==> config.mk <==
export PLATFORM = sky130hd
export DESIGN_NAME = clk_div_monitor
export DESIGN_NICKNAME = d
export VERILOG_FILES = /design/src/rtl/clk_div_monitor.sv
export SDC_FILE = /design/constraint.sdc
export NUM_CORES = 1
export LEC_CHECK = 0
export ABC_AREA = 1
export ABC_CLOCK_PERIOD_IN_PS = 2100
export CORE_UTILIZATION = 25
export DETAILED_ROUTE_END_ITERATION = 16
export SETUP_SLACK_MARGIN = 0.5
export SLEW_MARGIN = 5
export SYNTH_ARGS = -nofsm -noshare
export SYNTH_HDL_FRONTEND = slang
export SYNTH_SLANG_ARGS = --single-unit
==> constraint.sdc <==
create_clock -name Clk -period 2.1 [get_ports Clk]
set_input_delay 0.525 -clock Clk [delete_from_list [all_inputs] [get_ports Clk]]
set_output_delay 0.525 -clock Clk [all_outputs]
set_load 0.05 [all_outputs]
==> src/rtl/clk_div_monitor.sv <==
// Measuring end of the divided-clock path: samples an asynchronous divided
// clock in the Clk domain, measures one period and its high time in Clk
// cycles, and flags whether the duty cycle is within tolerance.
module clk_div_monitor #(
    parameter int unsigned CW  = 8,
    parameter int unsigned TOL = 1
) (
    input  logic          Clk,
    input  logic          rst_n,
    input  logic          clk_in,
    input  logic          start,
    output logic          busy,
    output logic          done,
    output logic [CW-1:0] period,
    output logic [CW-1:0] high_time,
    output logic          duty_ok,
    output logic          timeout
);

    localparam int unsigned DW      = CW + 1;
    localparam logic [CW-1:0] CNT_MAX = '1;
    localparam logic [DW-1:0] TOL_W   = DW'(TOL);
    localparam logic [1:0]    WARM_LAST = 2'd2;

    typedef enum logic [2:0] {
        WARM      = 3'd0,
        IDLE      = 3'd1,
        WAIT_RISE = 3'd2,
        MEASURE   = 3'd3,
        REPORT    = 3'd4
    } state_t;

    state_t        state, state_nxt;
    logic          s1, s2, s2_d;
    logic          rise;
    logic [1:0]    wcnt, wcnt_nxt;
    logic [CW-1:0] cnt, cnt_nxt;
    logic [CW-1:0] hcnt, hcnt_nxt;
    logic [CW-1:0] period_nxt, high_nxt;
    logic          busy_nxt, done_nxt, duty_nxt, to_nxt;
    logic [DW-1:0] dbl_high, per_ext, duty_diff;
    logic          duty_within;
    logic          cnt_full;

    assign rise     = s2 & ~s2_d;
    assign cnt_full = (cnt == CNT_MAX);

    // Duty error |2*high - period| at CW+1 bits, using the values about to be latched
    always_comb begin
        dbl_high    = {hcnt, 1'b0};
        per_ext     = {1'b0, cnt};
        duty_diff   = (dbl_high >= per_ext) ? (dbl_high - per_ext) : (per_ext - dbl_high);
        duty_within = (duty_diff <= TOL_W);
    end

    // Two-flop synchroniser plus edge-detect history
    always_ff @(posedge Clk or negedge rst_n) begin
        if (!rst_n) begin
            s1   <= 1'b0;
            s2   <= 1'b0;
            s2_d <= 1'b0;
        end else begin
            s1   <= clk_in;
            s2   <= s1;
            s2_d <= s2;
        end
    end

    // FSM state register
    always_ff @(posedge Clk or negedge rst_n) begin
        if (!rst_n) begin
            state <= WARM;
        end else begin
            state <= state_nxt;
        end
    end

    // FSM next-state logic
    always_comb begin
        state_nxt = state;
        case (state)
            WARM:      if (wcnt == WARM_LAST) state_nxt = IDLE;
            IDLE:      if (start) state_nxt = WAIT_RISE;
            WAIT_RISE: begin
                if (rise)          state_nxt = MEASURE;
                else if (cnt_full) state_nxt = REPORT;
            end
            MEASURE:   if (rise || cnt_full) state_nxt = REPORT;
            REPORT:    state_nxt = IDLE;
            default:   state_nxt = WARM;
        endcase
    end

    // FSM outputs: counter updates and result latching on entry to REPORT
    always_comb begin
        wcnt_nxt   = wcnt;
        cnt_nxt    = cnt;
        hcnt_nxt   = hcnt;
        period_nxt = period;
        high_nxt   = high_time;
        duty_nxt   = duty_ok;
        to_nxt     = timeout;
        done_nxt   = 1'b0;
        busy_nxt   = (state_nxt != IDLE);
        case (state)
            WARM: wcnt_nxt = wcnt + 2'd1;
            IDLE: begin
                if (start) begin
                    cnt_nxt  = '0;
                    hcnt_nxt = '0;
                    to_nxt   = 1'b0;
                end
            end
            WAIT_RISE: begin
                if (rise) begin
                    cnt_nxt  = CW'(1);
                    hcnt_nxt = CW'(1);
                end else if (cnt_full) begin
                    done_nxt   = 1'b1;
                    period_nxt = cnt;
                    high_nxt   = hcnt;
                    to_nxt     = 1'b1;
                    duty_nxt   = 1'b0;
                end else begin
                    cnt_nxt = cnt + CW'(1);
                end
            end
            MEASURE: begin
                if (rise) begin
                    done_nxt   = 1'b1;
                    period_nxt = cnt;
                    high_nxt   = hcnt;
                    to_nxt     = 1'b0;
                    duty_nxt   = duty_within;
                end else if (cnt_full) begin
                    done_nxt   = 1'b1;
                    period_nxt = cnt;
                    high_nxt   = hcnt;
                    to_nxt     = 1'b1;
                    duty_nxt   = 1'b0;
                end else begin
                    cnt_nxt  = cnt + CW'(1);
                    hcnt_nxt = hcnt + CW'(s2);
                end
            end
            default: ;
        endcase
    end

    // Datapath and registered outputs
    always_ff @(posedge Clk or negedge rst_n) begin
        if (!rst_n) begin
            wcnt      <= '0;
            cnt       <= '0;
            hcnt      <= '0;
            period    <= '0;
            high_time <= '0;
            duty_ok   <= 1'b0;
            timeout   <= 1'b0;
            done      <= 1'b0;
            busy      <= 1'b1;
        end else begin
            wcnt      <= wcnt_nxt;
            cnt       <= cnt_nxt;
            hcnt      <= hcnt_nxt;
            period    <= period_nxt;
            high_time <= high_nxt;
            duty_ok   <= duty_nxt;
            timeout   <= to_nxt;
            done      <= done_nxt;
            busy      <= busy_nxt;
        end
    end

endmodule

## Word level (Yosys, flattened, before mapping)

Cells that the tools add are included.

| word-level totals | value |
|---|---|
| bits in registers | 44 |
| output and inout port bits | 20 |
| word-level logic and storage cells | 79 |
| input bits | 4 |

| operators by class | value |
|---|---|
| magnitude comparators | 2 |
| $add $sub $neg | 5 |
| multiplexer cells | 37 |
| bitwise operators | 2 |
| equal/unequal tests | 12 |
| reductions and logical operators | 8 |

Operators with widths:

| kind | number |
|---|---|
| 8-bit 2-to-1 mux | 13 |
| 8-bit one-hot mux with 3 select lines | 2 |
| 8-bit one-hot mux with 2 select lines | 2 |
| 3-bit 2-to-1 mux | 5 |
| 3-bit one-hot mux with 5 select lines | 1 |
| 1-bit 2-to-1 mux | 10 |
| 2-bit inequality test, second input constant | 5 |
| 9-bit by 8-bit greater-or-equal comparator with 1-bit output | 1 |
| 9-bit by 1-bit <= comparator with 1-bit output, second input constant | 1 |
| 9-bit 2-to-1 mux | 1 |
| 8-bit by 9-bit subtractor with 9-bit output | 1 |
| 9-bit by 8-bit subtractor with 9-bit output | 1 |
| 8-bit by 1-bit adder with 8-bit output | 1 |
| 8-bit by 1-bit adder with 8-bit output, second input constant | 1 |
| 8-bit equality test, second input constant | 1 |
| 3-bit by 2-bit equality test with 1-bit output, second input constant | 2 |
| 3-bit AND reduction | 2 |
| 5-bit AND reduction | 1 |
| 1-bit one-hot mux with 2 select lines | 2 |
| 3-bit by 1-bit equality test with 1-bit output, second input constant | 1 |
| 3-bit equality test, second input constant | 1 |
| 3-bit logical NOT | 1 |
| 3-bit by 1-bit inequality test with 1-bit output, second input constant | 1 |
| 1-bit one-hot mux with 3 select lines | 1 |
| other kinds (8) | 8 |

## Longest topological paths before layout

| logic depth | value |
|---|---|
| depth after elaboration | 6 |
| depth in mapped cells | 14 |
| depth with buffers taken out | 14 |

## Worst setup path after synthesis

Ideal clock, no wire load.

| path | value |
|---|---|
| path kind | reg2reg |
| start | register cnt[1] |
| end | register duty_ok |
| arrival time | 1.942 ns |
| data required time | 2.022 ns |
| path buffers | 0 |
| path slack | 0.080 ns |
| clock period less this slack | 2.020 ns |
| setup time | 0.078 ns |
| cell stages (with the launch flop) | 15 |
| cell sequence | dfrtp_1 inv_1 ha_1 fa_1 inv_1 nor2_1 nor2_1 nand2_1 nand2_1 nand2_1 inv_1 nand3_1 nand2_1 nand3_1 o21bai_1 |

| on the way | value |
|---|---|
| cells in the longest elaborated chain, start to end | 5 |
| elaborated cells on any way between the ends | 10 |
| those cells by class | add/sub: 2; order compare: 2; eq/ne: 1; mux: 5 |

Ends and longest elaborated chain:

| element | line | source |
|---|---|---|
| start: declaration | 37 | `logic [CW-1:0] cnt, cnt_nxt;` |
| start signal: assignment | 164 | `cnt <= cnt_nxt;` |
| 8-bit by 9-bit subtractor with 9-bit output (tied with other cells) | 52 | `duty_diff = (dbl_high >= per_ext) ? (dbl_high - per_ext) : (per_ext - dbl_high);` |
| 9-bit 2-to-1 mux | 52 |  |
| 9-bit by 1-bit <= comparator with 1-bit output | 53 | `duty_within = (duty_diff <= TOL_W);` |
| 1-bit 2-to-1 mux | 129 | `if (rise) begin` |
| 1-bit one-hot mux with 2 select lines * | 105 | `case (state)` |
| end signal: assignment | 168 | `duty_ok <= duty_nxt;` |
| end: declaration | 16 | `output logic duty_ok,` |

Mark *: on every way between the ends. The rest lies on a longest branch, timed or not. The select of a mux whose other input is x is not followed.
A chain may end at the register's enable or synchronous reset.

## Worst setup path in the final report

| path | value |
|---|---|
| start | register hcnt[0] |
| end | register duty_ok |

| on the way | value |
|---|---|
| cells in the longest elaborated chain, start to end | 5 |
| elaborated cells on any way between the ends | 7 |
| those cells by class | add/sub: 2; order compare: 2; mux: 3 |

Ends and longest elaborated chain:

| element | line | source |
|---|---|---|
| start: declaration | 38 | `logic [CW-1:0] hcnt, hcnt_nxt;` |
| start signal: assignment | 165 | `hcnt <= hcnt_nxt;` |
| 8-bit by 9-bit subtractor with 9-bit output (tied with other cells) | 52 |  |
| 9-bit 2-to-1 mux * | 52 |  |
| 9-bit by 1-bit <= comparator with 1-bit output * | 53 |  |
| 1-bit 2-to-1 mux * | 129 |  |
| 1-bit one-hot mux with 2 select lines * | 105 |  |

Mark *: on every way between the ends. The rest lies on a longest branch, timed or not.

==> impl_metrics.py <==
metrics = {
    "sta": {
        "finalClockSkew_ns": 0.00765,
        "rsz0062_at_grt": "yes",
        "maxSlewHeadroom": 0.621,
        "tightest_slew_ns": 0.569,
        "finalHoldViolCount": 0,
        "period_minus_slack_ns": 2.00,
        "max_freq_ghz": 0.500,
        "worst_slack_ns": 0.0981,
        "fin_crit_sh": 0.953,
        "setup_viol": 0,
        "slew_viol_final": 0,
    },
    "floorplan": {
        "coreArea_sq_um": 11400,
        "initial_core_util": 0.256,
        "die_w_um": 110,
        "io_pins": 24,
        "die_h_um": 110,
        "rows": 39,
        "die_area_sq_um": 12100,
    },
    "clock_network": {
        "insertion_delay_ns": 0.29,
        "cts_buffer_depth": 2,
        "htree_levels": 2,
        "cts.reportedPaths.clkPinSlew_ns": 0.06,
        "tritoncts": "yes",
        "holdBufCountCts": 0,
        "cts_buffers": 5,
        "clock-sinks": 44,
        "root_buffer": "clkbuf_16",
    },
    "critical_path": {
        "worstPathCellList": "ha_4 -> fa_2 -> inv_2 -> nor2_2 -> nor2_2 -> nand2_2 -> nand2_2 -> nand2_4 -> buf_4 -> nand3_1 -> nand2_1 -> nand3_1 -> o21bai_1",
        "worstSetupPathType": "reg -> reg",
        "path_buf_inv": 2,
        "critical_path_peak_fanout": 7,
        "crit_family": "simple AND/OR/NAND/NOR gates",
        "timing.rr.end": "duty_ok",
        "critPathRequiredTime_ns": 2.27,
        "endpoint": "duty_ok",
        "endpoint_kind": "flip-flop",
        "critPathLaunch": "hcnt[0]",
        "cp_slowest_cell": "dfrtp_1",
        "r2r_start": "hcnt[0]",
        "reg2reg_slack_ns": 0.1,
        "cp.arrival_ns": 2.17,
        "rr_worst_depth": 13,
        "crit_cells": 13,
        "cpPeakStageDelay_ns": 0.41,
        "cp-start-kind": "flip-flop",
    },
    "placement": {
        "dp_cells": 545,
        "dp_slack_ns": -0.0438,
        "place_congestion": 0.892,
        "port_buffers": 23,
        "place_hpwl_mm": 5.57,
        "dpl_cell_area_sq_um": 3380,
    },
    "layout": {
        "antennaDiodeCount": 0,
        "drive_gt1_frac": 0.428,
        "design_area_sq_um": 4200,
        "syn_to_final_growth_pct": 44.3,
        "nNetsFinal": 467,
        "instances_no_fill": 587,
        "nFillCells": 1137,
        "utilization": 0.370,
    },
    "global_routing": {
        "grt_pass1_wl_mm": 12.8,
        "overflow": 0,
        "grt_util_all_layers": 0.139,
        "grt_max_degree": 45,
        "antenna_found_initial": 0,
        "grt_pass1_vias": 2650,
    },
    "route": {
        "vias": 2712,
        "antenna_left": 0,
        "wl_per_cell_um": 14.1,
        "drc": 0,
        "wl_mm": 8.30,
        "drt_iter0_drc": 147,
        "first_pass_iters": 4,
        "vias_per_cell": 4.62,
    },
    "power": {
        "combPwrFrac": 0.624,
        "intPower_mw": 2.69,
        "p_seq_frac": 0.228,
        "p_sw_mw": 2.41,
        "power_density_nw_per_um2": 1210,
        "swShare": 0.473,
        "p_clk_frac": 0.148,
        "peakVddDrop_uv": 671,
        "p_leak_nw": 2.02,
    },
    "worst_hold_path": {
        "worstHoldPathType": "in -> async",
    },
    "yosys": {
        "synth_warnings": 0,
        "synth_seq_area_share": 0.379,
        "ys_types": 33,
        "syn_inst": 369,
        "synth_fp_nets": 393,
        "syn_area_per_cell_sq_um": 7.89,
        "synth.ff_latch_count": 44,
        "netlist_area_sq_um": 2910,
    },
    "run": {
        "cap_violations": 0,
    },
    "status": {
        "status": "completed",
    },
}
## power by group through the flow
stage | registers, mW | clock network (mW) | logic [mW]
2_1_floorplan | 1.44 | 0 | 1.40
3_3_place_gp | 1.15 | 0 | 2.26
3_5_place_dp | 1.15 | 0 | 2.30
4_1_cts | 1.15 | 0.774 | 2.60
5_1_grt | 1.18 | 0.807 | 3.47
6_report | 1.16 | 0.754 | 3.18
## registers in the layout, indices dropped and copies added (netlist names), 2 cells and up
register / count
period: 8
high_time: 8
state: 3
wcnt: 2
cnt: 8
hcnt: 8
## cell usage after synthesis
master | instances | area (sq um)
nand3_1 | 28 | 140
nor2_8 | 1 | 20.0
o211ai_1 | 1 | 7.51
nor2_1 | 29 | 109
dfrtp_1 | 43 | 1080
nor2_4 | 7 | 78.8
inv_2 | 4 | 15.0
dfstp_2 | 1 | 26.3
nor4_1 | 1 | 6.26
nand2_2 | 8 | 50.1
nand3_4 | 1 | 17.5
o21ai_2 | 13 | 114
o22ai_1 | 3 | 18.8
fa_1 | 2 | 40.0
inv_4 | 1 | 6.26
nand2_4 | 1 | 11.3
o21ai_0 | 20 | 100
xnor2_1 | 1 | 8.76
nor3_1 | 4 | 20.0
nand4_1 | 2 | 12.5
o21bai_1 | 1 | 7.51
a21oi_1 | 20 | 100
or2_2 | 2 | 12.5
buf_6 | 3 | 33.8
o31ai_1 | 3 | 22.5
clkinv_4 | 1 | 8.76
nand2_1 | 87 | 327
buf_2 | 1 | 5.00
nor2_2 | 3 | 18.8
ha_1 | 18 | 225
nor3_2 | 1 | 10.0
xor2_1 | 9 | 78.8
inv_1 | 49 | 184
## how the worst min path moves through the flow
stage	to	slack, ns	cells after the start
floorplan	cnt[0]	0.23	0
global placement	s2	0.34	0
detailed placement	s2	0.34	0
CTS	high_time[0]	0.35	2
global route	high_time[4]	0.37	2
finish	high_time[4]	0.31	2
## per-layer routing
layer	wire (um)	track usage
met5	0	0
met4	77	0.0419
met3	318	0.0213
met2	4190	0.233
met1	3710	0.183
## layout by cell type (no fill, tap or decap), drive strengths merged
cell type | Yosys | final
fa | 2 | 2
o31ai | 3 | 3
clkbuf | 0 | 6
dfrtp | 43 | 43
nor3 | 5 | 5
or2 | 2 | 2
ha | 18 | 18
nand2 | 96 | 96
inv | 54 | 55
xnor2 | 1 | 1
o211ai | 1 | 1
nor4 | 1 | 1
a21oi | 20 | 20
xor2 | 9 | 9
o22ai | 3 | 3
dlymetal6s2s | 0 | 1
nand3 | 29 | 29
clkinv | 1 | 3
buf | 4 | 60
dfstp | 1 | 1
clkdlybuf4s18 | 0 | 2
clkinvlp | 0 | 1
o21bai | 1 | 1
nor2 | 40 | 40
clkdlybuf4s50 | 0 | 1
clkdlybuf4s15 | 0 | 5
nand4 | 2 | 2
o21ai | 33 | 33
## worst reg2reg max path, delay by kind of cell, from the launching register on
family | cells | cell delay [ns]
and+or+nand+nor | 8 | 0.61
adders and majority gates | 2 | 0.54
DFF | 1 | 0.41
buffers and inverters | 2 | 0.24
AOI/OAI and AO/OA | 1 | 0.08
## area by class of cell
type | instances | area [sq um] | area share
clock buffers | 6 | 129 | 0.0307
clock inverters | 2 | 12.5 | 0.00298
inverters | 55 | 243 | 0.0578
multi-input cells | 266 | 1930 | 0.460
flip-flops and latches | 44 | 1110 | 0.264
well taps | 143 | 179 | 0.0426
repair buffers | 69 | 572 | 0.136
repair inverters | 2 | 27.5 | 0.00655
## per-stage QoR
step / hold WS [ns] / TNS (ns) / power, mW
floorplan: 0.229 / 0 / 2.84
global placement: 0.340 / 0 / 3.41
detailed placement: 0.339 / -0.0438 / 3.44
CTS: 0.351 / -0.00707 / 4.53
global route: 0.371 / -0.0242 / 5.46
finish: 0.313 / 0 / 5.10
## cell families (layout without fill, tap and decap cells)
family | count (synthesis) | in the layout | share of synthesized area
xor gates and xnor gates | 10 | 10 | 0.0301
adders and majority gates | 20 | 20 | 0.0911
and+or+nand+nor | 175 | 175 | 0.286
buffers and inverters | 59 | 134 | 0.0868
AOI/OAI and AO/OA | 61 | 61 | 0.127
DFF | 44 | 44 | 0.379
## repair_timing
item                                   in CTS  in global routing
gates resized for setup                   105                 89
setup buffers                              16                 16
cloned                                      0                  2
endpoints found under the hold margin       0                  0
setup endpoints to repair                  52                 50
pin swaps                                  25                 20
(Power assumes the default switching activity.)
==> edit (same settings) <==
The output `done` loses its register stage (`done` becomes a continuous assignment).
--- a/src/rtl/clk_div_monitor.sv
+++ b/src/rtl/clk_div_monitor.sv
@@ -158,5 +158,4 @@
             duty_ok   <= 1'b0;
             timeout   <= 1'b0;
-            done      <= 1'b0;
             busy      <= 1'b1;
         end else begin
@@ -168,9 +167,10 @@
             duty_ok   <= duty_nxt;
             timeout   <= to_nxt;
-            done      <= done_nxt;
             busy      <= busy_nxt;
         end
     end
 
+    assign done = done_nxt;
+
 endmodule
 
Formal check against the unedited RTL: not equivalent (Yosys sat finds a counterexample within 10 cycles, from zero or initial values and one cycle with rst_n low).
==> edit against the unedited design <==
  * Routed wire length fell by 3.4%
  * Worst setup slack lost 0.17 ns
  * Design area shrank 1.6%
  * Clock skew down 0.0043 ns
  * Fmax fell by 7.8%
  * Register-to-register slack worse by 0.06 ns
  * Sequential cell count decreased by 1
  * Area after synthesis is 0.86% lower
  * Highest routed layer unchanged
  * Sequential share of layout area shrank 0.24 points
  * Total power about the same
  * The run now ends with negative setup slack left
  * Via count decreased by 1.5%
  * Combinational power is essentially flat
  * Final cell count is 0.51% lower
==> edit: results (changes against the unedited design) <==
failing checks=negative setup slack; final WL=8.01 mm (-3.4%); met2 wire len=4.02 mm (-4.2%); status=complete, but fails checks; vias in the first global route=2,693 (+1.6%); routed vias/inst=4.57 (-1.0%); Final WS setup=-0.0720 ns (-0.170 ns); adder-cell share of the synthesized area=0.0919 (+0.000790); compound-cell area share of the yosys netlist=0.128 (+0.00110); Overall Global Routing Usage=0.143 (+0.00349); first-pass GRT wire length=13.1 mm (+2.2%); Setup TNS=-0.0720 ns (-0.0720 ns); Sw Ratio=0.465 (-0.00839); 1st-iter DRT viols=123 (-16%); worst rel slew slack=0.629 (+0.00876); Seq/Total Area, Yosys=0.373 (-0.00539); R2R depth=15 (+2); worst reg2reg path startpoint=cnt[1]; half-perimeter wire length after placement=5.72 mm (+2.6%); placed instance area=3440 um2 (+1.5%); Area contributors post-synth=dfrtp_1 36%, nand2_1 11%, ha_1 7.8%; Static Leak=0.00197 uW (-2.9%); Metal-1 WL=3.50 mm (-5.7%); Reg2Reg Setup Slack=0.04 ns (-0.06 ns); met3 wire len=390 um (+23%); Post-Syn Nets=392 (-0.25%); CP max FO=2 (-5); hold_ws=0.311 ns (-0.00213 ns); share of cells above drive strength 1=0.419 (-0.00901); worst path arrival time=1.65 ns (-0.52 ns); routability cong.=0.868 (-2.7%); commonest cells in the netlist=87 x nand2_1, 49 x inv_1, 42 x dfrtp_1; Synth Area in XOR/XNOR=0.0303 (+0.000261); Crit path largest cell delay=0.37 ns (-0.04 ns); # setup viols final=1 (+1); pin count of the biggest net entering global routing=44 (-2.2%)
-- edit: changes by cell type in the layout (fill, tap and decap cells not counted), sizes merged --
| cell | unedited run | this run |
|---|---|---|
| dlymetal6s2s | 1 | 0 |
| clkinvlp | 1 | 2 |
| bufbuf | 0 | 1 |
| clkdlybuf4s18 | 2 | 0 |
| dfrtp | 43 | 42 |
| buf | 60 | 55 |
| clkinv | 3 | 1 |
| clkbuf | 6 | 5 |
| clkdlybuf4s50 | 1 | 2 |
| clkdlybuf4s15 | 5 | 14 |
-- edit: metal layers --
metal / vias up / track usage
li1: 1331 / -
met3: 9 / 0.0202
met2: 62 / 0.253
met1: 1269 / 0.178
met4: 0 / 0.0438
met5: - / 0
-- edit: worst max path at each step --
stage	from	to	slack (ns)	cells past startpoint
floorplan	cnt[0]	done	0.18	9
global placement	cnt[1]	duty_ok	-0.05	14
detailed placement	cnt[1]	duty_ok	-0.1	14
CTS	cnt[1]	done	-0.14	10
global route	cnt[1]	done	-0.16	10
finish	cnt[1]	done	-0.07	10
-- edit: layout make-up --
| type | instances | area, um2 |
|---|---|---|
| clock inverters | 3 | 23.8 |
| clock buffers | 5 | 125 |
| repair buffers | 72 | 708 |
| inverters | 55 | 226 |
| flip-flops and latches | 43 | 1080 |
| well taps | 140 | 175 |
| multi-input cells | 266 | 1800 |
| fillers | 1110 | 6890 |
-- edit: stage by stage --
step,instances,worst slack [ns]
3_3_place_gp,549,-0.0457
5_1_grt,584,-0.159
2_1_floorplan,368,0.176
4_1_cts,575,-0.135
3_5_place_dp,549,-0.0956
6_report,584,-0.0720
-- edit: timing repair --
action / in CTS / in global routing
resized for setup: 69 / 66
setup endpoints to repair: 47 / 38
gates cloned: 1 / 0
buffers inserted: 17 / 9
hold buffers: 0 / 0
pin swaps: 16 / 19
